[src/rtl/modadd_issue_ctrl.sv]
// Issue controller for the combinational modular adder/subtractor: queues commands,
// normalises operands, drives one operation at a time and holds its result for the consumer.
module modadd_issue_ctrl #(
    parameter int WIDTH      = 4,
    parameter int MOD        = 15,
    parameter int FIFO_DEPTH = 4,
    localparam int AW        = $clog2(FIFO_DEPTH),
    localparam int LW        = AW + 1
) (
    input  logic             clk,
    input  logic             rst_n,
    input  logic             in_valid,
    output logic             in_ready,
    input  logic             in_s,
    input  logic [WIDTH-1:0] in_x,
    input  logic [WIDTH-1:0] in_y,
    output logic             op_s,
    output logic [WIDTH-1:0] op_x,
    output logic [WIDTH-1:0] op_y,
    input  logic [WIDTH-1:0] op_z,
    output logic             out_valid,
    input  logic             out_ready,
    output logic [WIDTH-1:0] out_z,
    output logic             out_s,
    output logic [LW-1:0]    level
);

    localparam logic [WIDTH-1:0] MOD_W = WIDTH'(MOD);
    localparam int               EW    = 2 * WIDTH + 1;

    typedef enum logic [1:0] {IDLE, SETTLE, HOLD} state_t;

    state_t             state_q, state_d;
    logic [AW-1:0]      wr_ptr_q, wr_ptr_d, rd_ptr_q, rd_ptr_d;
    logic [LW-1:0]      level_q, level_d;
    logic               op_s_q, op_s_d;
    logic [WIDTH-1:0]   op_x_q, op_x_d, op_y_q, op_y_d;
    logic               out_valid_q, out_valid_d;
    logic [WIDTH-1:0]   out_z_q, out_z_d;
    logic               out_s_q, out_s_d;

    logic [EW-1:0]      mem [FIFO_DEPTH];
    logic [EW-1:0]      head;
    logic               push, pop, load_out, clr_out;

    // Operands at or above MOD are folded back into range exactly once.
    function automatic logic [WIDTH-1:0] norm(input logic [WIDTH-1:0] v);
        return (v >= MOD_W) ? v - MOD_W : v;
    endfunction

    assign in_ready = (level_q != LW'(FIFO_DEPTH));
    assign push     = in_valid && in_ready;
    assign head     = mem[rd_ptr_q];

    always_ff @(posedge clk) begin
        if (push) begin
            mem[wr_ptr_q] <= {in_s, norm(in_x), norm(in_y)};
        end
    end

    always_ff @(posedge clk or negedge rst_n) begin
        if (!rst_n) begin
            state_q <= IDLE;
        end else begin
            state_q <= state_d;
        end
    end

    always_comb begin
        state_d = state_q;
        case (state_q)
            IDLE:    if (level_q != '0) state_d = SETTLE;
            SETTLE:  state_d = HOLD;
            HOLD:    if (out_ready) state_d = (level_q != '0) ? SETTLE : IDLE;
            default: state_d = IDLE;
        endcase
    end

    always_comb begin
        pop      = 1'b0;
        load_out = 1'b0;
        clr_out  = 1'b0;
        case (state_q)
            IDLE:    pop = (level_q != '0);
            SETTLE:  load_out = 1'b1;
            HOLD: begin
                clr_out = out_ready;
                pop     = out_ready && (level_q != '0);
            end
            default: ;
        endcase
    end

    always_comb begin
        wr_ptr_d    = push ? wr_ptr_q + AW'(1) : wr_ptr_q;
        rd_ptr_d    = pop  ? rd_ptr_q + AW'(1) : rd_ptr_q;
        level_d     = level_q;
        case ({push, pop})
            2'b10:   level_d = level_q + LW'(1);
            2'b01:   level_d = level_q - LW'(1);
            default: level_d = level_q;
        endcase
        op_s_d      = pop ? head[EW-1] : op_s_q;
        op_x_d      = pop ? head[2*WIDTH-1:WIDTH] : op_x_q;
        op_y_d      = pop ? head[WIDTH-1:0] : op_y_q;
        out_valid_d = load_out ? 1'b1 : (clr_out ? 1'b0 : out_valid_q);
        out_z_d     = load_out ? op_z : out_z_q;
        out_s_d     = load_out ? op_s_q : out_s_q;
    end

    always_ff @(posedge clk or negedge rst_n) begin
        if (!rst_n) begin
            wr_ptr_q    <= '0;
            rd_ptr_q    <= '0;
            level_q     <= '0;
            op_s_q      <= 1'b0;
            op_x_q      <= '0;
            op_y_q      <= '0;
            out_valid_q <= 1'b0;
            out_z_q     <= '0;
            out_s_q     <= 1'b0;
        end else begin
            wr_ptr_q    <= wr_ptr_d;
            rd_ptr_q    <= rd_ptr_d;
            level_q     <= level_d;
            op_s_q      <= op_s_d;
            op_x_q      <= op_x_d;
            op_y_q      <= op_y_d;
            out_valid_q <= out_valid_d;
            out_z_q     <= out_z_d;
            out_s_q     <= out_s_d;
        end
    end

    assign op_s      = op_s_q;
    assign op_x      = op_x_q;
    assign op_y      = op_y_q;
    assign out_valid = out_valid_q;
    assign out_z     = out_z_q;
    assign out_s     = out_s_q;
    assign level     = level_q;

endmodule
[config.mk]
export PLATFORM = sky130hd
export DESIGN_NAME = modadd_issue_ctrl
export DESIGN_NICKNAME = d
export VERILOG_FILES = /design/src/rtl/modadd_issue_ctrl.sv
export SDC_FILE = /design/constraint.sdc
export NUM_CORES = 1
export LEC_CHECK = 0
export ABC_CLOCK_PERIOD_IN_PS = 5700
export CAP_MARGIN = 40
export CORE_ASPECT_RATIO = 0.6
export CORE_MARGIN = 3
export CORE_UTILIZATION = 30
export CTS_BUF_LIST = sky130_fd_sc_hd__clkbuf_4 sky130_fd_sc_hd__clkbuf_8
export DETAILED_ROUTE_END_ITERATION = 8
export PLACE_DENSITY_LB_ADDON = 0.05
export SYNTH_ARGS = -nofsm -noshare
export SYNTH_HDL_FRONTEND = slang
export SYNTH_SLANG_ARGS = --single-unit
[constraint.sdc]
create_clock -name clk -period 5.7 [get_ports clk]
set_clock_uncertainty 0.2 [all_clocks]
set_input_delay 1.71 -clock clk [delete_from_list [all_inputs] [get_ports clk]]
set_output_delay 1.71 -clock clk [all_outputs]
set_load 0.05 [all_outputs]
---- After elaboration in Yosys (flattened, before gate mapping) ----
Memories as Yosys holds them, arrays and structs flattened. A register that Yosys moved wholly into a read port is not among the register bits.
Index checks and enable logic that the tools add are counted.
storage, ports and cells
  flip-flop bits (word level) ............. 15
  memory bits (writable) .................. 36
  bits of input ports ..................... 17
  logic and storage cells ................. 45
  memories ................................ 1
operators by class
  add/subtract/negate cells ............... 6
  magnitude comparators ................... 2
  eq/ne operators ......................... 7
  multiplexer cells ....................... 14
  reductions and logical operators ........ 8
memory list
  name  words  width  rd ports  clocked after memory_dff  write ports  RTL line  text
  mem   4      9      1         1                         1            42        logic [EW-1:0] mem [FIFO_DEPTH];
operator list
  cell                                                  count
  >= comparator 4 bit (second input constant)           2
  two-way mux 4 bit                                     2
  subtractor 4 bit (second input constant)              2
  two-way mux 1 bit                                     7
  case mux 2 bit (3 select lines)                       1
  case mux 3 bit (2 select lines)                       1
  adder 2 x 1 -> 2 bit (second input constant)          2
  equality test 2 x 1 -> 1 bit (second input constant)  2
  equality test 2 bit (second input constant)           2
  two-way mux 2 bit                                     2
  inequality test 2 bit (second input constant)         2
  nonzero test 2 bit                                    2
  adder 3 x 1 -> 3 bit (second input constant)          1
  inequality test 3 bit (second input constant)         1
  nonzero test 3 bit                                    1
  subtractor 3 x 1 -> 3 bit (second input constant)     1
  logical AND 1 bit                                     2
  logical NOT 2 bit                                     1
  case mux 1 bit (2 select lines)                       1
  AND reduction 2 bit                                   1
  logical NOT 1 bit                                     1

---- Logic depth before layout (Yosys ltp) ----
  depth after elaboration ................. 5
  mapped depth ............................ 9
  gate-level depth less buffers ........... 9

---- Worst setup path before layout ----
No wires, ideal clock.
  kind .................................... input port to flip-flop
  start ................................... input port out_ready
  end ..................................... register level_q[2], in the netlist level[2]
  library setup time ...................... 82 ps
  arrival ................................. 3342 ps
  data required time ...................... 5418 ps
  path slack .............................. 2076 ps
  stages on the path ...................... 9
  path buffers ............................ 1
  cell sequence ........................... and2b_2 nor3_1 buf_6 ha_1 inv_1 fa_1 xor2_1 nor2_1 xor2_1
between the ends
  cells in the longest elaborated chain, start to end .. 4
  elaborated cells between the ends (all ways) .. 6
  classes of those cells .................. eq/ne (2); mux (2); reduce/logical (2)
RTL lines
  item                                                                          RTL line  text
  start, declared                                                               22        input logic out_ready,
  logical AND 1 bit (*)                                                         88        pop = out_ready && (level_q != '0);
  case mux 1 bit (2 select lines) (*)                                           83        case (state_q)
  via pop                                                                       44        logic push, pop, load_out, clr_out;
  equality test 2 x 1 -> 1 bit / equality test 2 bit (equally long branches)    98        case ({push, pop})
  case mux 3 bit (2 select lines) / nonzero test 2 bit (equally long branches)  -
  end signal, assigned                                                          125       level_q <= level_d;
  end, declared                                                                 35        logic [LW-1:0] level_q, level_d;
The timed path passes the listed nets; every way through them passes the cells marked *.
A chain may end at the register's enable or synchronous reset.

---- Final worst setup path ----
  start ................................... input port out_ready
  end ..................................... register level_q[2], in the netlist level[2]
between the ends
  cells in the longest elaborated chain, start to end .. 4
  elaborated cells between the ends (all ways) .. 6
  classes of those cells .................. eq/ne (2); mux (2); reduce/logical (2)
RTL lines
  item                                                                          RTL line
  logical AND 1 bit (*)                                                         88
  case mux 1 bit (2 select lines) (*)                                           83
  equality test 2 x 1 -> 1 bit / equality test 2 bit (equally long branches)    98
  case mux 3 bit (2 select lines) / nonzero test 2 bit (equally long branches)  -
Mark *: on every way between the ends. The rest lies on a longest branch, timed or not.

==> metrics.txt <==
result of the run completed; nets 209; post-placement cell count around 280; clock tree from TritonCTS built; remaining max-slew budget at the tightest pin 52.9%; sequential element share of the synthesized area between 60% and 70%; internal reg-to-reg setup slack around 3300 ps; count of mapped cells out of synthesis roughly 140; number of global-route vias before repair between 1,000 and 1,500; Register Area 1680 µm²; crit share post-route between 60 and 70%; Pins Over Slew Limit 0; number of fill cells between 700 and 800; residual antenna-violating net count after detailed routing 0; # Post-CTS Setup Buffers 0; classification of the worst setup path input port to flop; termination of the worst setup path level[2]; multiplexer share of the synthesized area between 10% and 20%; category of the worst setup path launch point input port; minimum period implied by the final worst setup slack 3840 ps; layout-stage area growth over the synthesis result 28.2%; highest-count cells in the layout ignoring fill and taps sky130_fd_sc_hd__edfxtp_1 (36), sky130_fd_sc_hd__clkdlybuf4s50_1 (35), sky130_fd_sc_hd__dfrtp_1 (24); Post-DP Area ~3000 µm²; top-level I/O count 36; mean number of vias per cell 4.42; Chip Width between 100 and 150 µm; reg2reg end level[2]; number of antenna violations at the first check in global routing 0; Placeable Area between 8000 and 9000 µm²; area of the mapped netlist 2510 µm²; area fraction in compound gates after synthesis 2.05%; Core Rows 25; Congestion Overflow GR 0; Worst Path Required roughly 5800 ps; area share of fa/ha/maj cells after synthesis between 4 and 5%; Ant. Diodes 0; detailed-router iteration count before antenna repair 4; hold_ws 310 ps; average footprint of a synthesized cell around 18 µm²; Die Y-Extent about 77 µm; Initial DRC Count 49; capturing element type of the critical path flop; Remaining DRCs 0; count of hold-fix buffers inserted at cts 0; Crit Path Max Fanout 11; Arr. time, crit path between 3000 and 4000 ps; worst reg-to-reg path cell count 9; simple logic cell fraction of the synthesized area approximately 3.9%; largest net degree at the start of global routing 25; P_leak between 1 and 1.5 nW; starting density of the core 31.3%; routed wire length per instance 15.3 µm; warning count from the yosys run 0; final count of hold timing violations 0; Hold WC Path Type flop to flop; largest family of logic cells by synthesized area multiplexers; launch instance of the worst register-to-register path level[0]; number of clock sinks 60; area taken by multi-input logic gates about 770 µm²; Max Cap Violations 0; most common cell after layout, fill and taps aside sky130_fd_sc_hd__edfxtp_1; post-synth net total between 150 and 200; setup-violating endpoint count in the final report 0; routed vias 1,314; worst skew pair latency 320 ps; Pwr Density about 620 nW/µm²; fraction of layout cells with a size suffix above 1 between 20% and 30%; Tightest Pin Transition just over 700 ps; utilization of the core after routing about 40%; H-tree level count 3; global-route wire length before repair slightly below 8000 µm; fmax between 0.2 and 0.3 GHz; Peak VDD IR ~0.00017 V; buffer type at the clock tree root sky130_fd_sc_hd__clkbuf_8; IO Port Bufs 35; area share of xor/xnor cells in the synthesized design 2.79%; filler-free cell count of the finished design between 200 and 300; flop and latch count out of synthesis 60; total die area around 9500 µm²; number of distinct standard cells referenced by the synthesized netlist 26; Inserted Clock Buffers 9; number of buffers on the longest clock path 2; GRT Util Overall around 11%; RSZ-0062 raised after global routing false; Detailed Route WL between 4000 and 5000 µm; Clock Pin Slew Worst Setup and Hold Paths 60 ps; final HPWL from detailed placement 3190 µm; last weighted congestion value of the routability-driven placer 0.654; launching instance or port of the critical path out_ready; Post-Layout Inst Area 3220 µm²; post-cts repair resize count 0; setup_tns 0 ps
==> logic make-up after synthesis <==
logic type                 count (synthesis)
AOI/OAI and AO/OA                          7
xor gates and xnor gates                   8
DFF                                       60
adders and majority gates                  8
buffers and inverters                     13
muxes                                     27
and+or+nand+nor                           16
==> critical path: stages <==
cell and delay, ps:
sky130_fd_sc_hd__clkdlybuf4s50_1 480, sky130_fd_sc_hd__and2b_2 250, sky130_fd_sc_hd__nor3_2 100, sky130_fd_sc_hd__buf_4 260, sky130_fd_sc_hd__ha_1 230, sky130_fd_sc_hd__inv_1 60
sky130_fd_sc_hd__fa_1 370, sky130_fd_sc_hd__xor2_1 150, sky130_fd_sc_hd__nor2_1 110, sky130_fd_sc_hd__xor2_1 150
==> cell usage after synthesis <==
master	number	area, µm²
sky130_fd_sc_hd__a21oi_1	2	10.0
sky130_fd_sc_hd__mux4_2	9	203
sky130_fd_sc_hd__inv_1	10	37.5
sky130_fd_sc_hd__edfxtp_1	36	1080
sky130_fd_sc_hd__a41oi_1	2	17.5
sky130_fd_sc_hd__nor3_1	3	15.0
sky130_fd_sc_hd__dfrtp_1	24	601
sky130_fd_sc_hd__fa_1	1	20.0
sky130_fd_sc_hd__and3_1	4	25.0
sky130_fd_sc_hd__mux2_4	8	120
sky130_fd_sc_hd__ha_1	7	87.6
sky130_fd_sc_hd__or3b_4	1	11.3
sky130_fd_sc_hd__a21boi_0	2	15.0
sky130_fd_sc_hd__nor2_1	2	7.51
sky130_fd_sc_hd__and2b_2	1	8.76
sky130_fd_sc_hd__mux2_2	9	101
sky130_fd_sc_hd__nand2_1	1	3.75
sky130_fd_sc_hd__mux2i_1	1	10.0
sky130_fd_sc_hd__a21o_2	1	8.76
sky130_fd_sc_hd__nand3_1	2	10.0
sky130_fd_sc_hd__and2_4	1	8.76
sky130_fd_sc_hd__clkbuf_1	1	3.75
sky130_fd_sc_hd__buf_6	2	22.5
sky130_fd_sc_hd__xnor2_1	4	35.0
sky130_fd_sc_hd__xor2_1	4	35.0
sky130_fd_sc_hd__nor4b_1	1	8.76
==> worst min-delay path by stage <==
stage | from | to | slack, ps | depth (start not counted)
3_5_place_dp | out_z[1] | out_z[1] | 300 | 1
2_1_floorplan | state_q[1] | out_valid | 260 | 1
3_3_place_gp | state_q[1] | out_valid | 280 | 1
4_1_cts | out_z[1] | out_z[1] | 310 | 1
5_1_grt | op_y[0] | op_y[0] | 340 | 1
6_report | op_x[0] | op_x[0] | 310 | 1
==> area by class of cell <==
type,instances,share of cell area [%]
multi-input cells,66,23.9
inverters,10,1.17
flip-flops and latches,60,52.3
repair buffers,37,11.4
clock buffers,9,3.85
well taps,108,4.20
clock inverters,7,3.27
==> routing by layer <==
layer	share of wire, %	global-route usage [%]	wire (µm)
met1	44	13.5	2000
met2	50	17.6	2280
met3	4.9	4.94	222
met4	1.0	2.95	46
met5	0	0	0
==> where the power goes <==
part / switching, W / internal (W)
Sequential: 0.000111 / 0.000615
Clock: 0.000155 / 0.000284
Combinational: 0.000457 / 0.000385
Total: 0.000722 / 0.00128
==> state kept, by name (all words and copies together), names as in the netlist <==
name	cells
level	3
mem	36
op_s	1
op_x	4
op_y	4
out_s	1
out_valid	1
out_z	4
rd_ptr_q	2
state_q	2
wr_ptr_q	2
==> metrics by stage <==
step / setup slack (ps) / power [W]
finish: 1860 / 0.00201
global route: 1740 / 0.00213
CTS: 1850 / 0.00204
detailed placement: 1530 / 0.00160
global placement: 1580 / 0.00158
floorplan: 2080 / 0.00134
No activity file was read; power rests on OpenSTA's default activity.
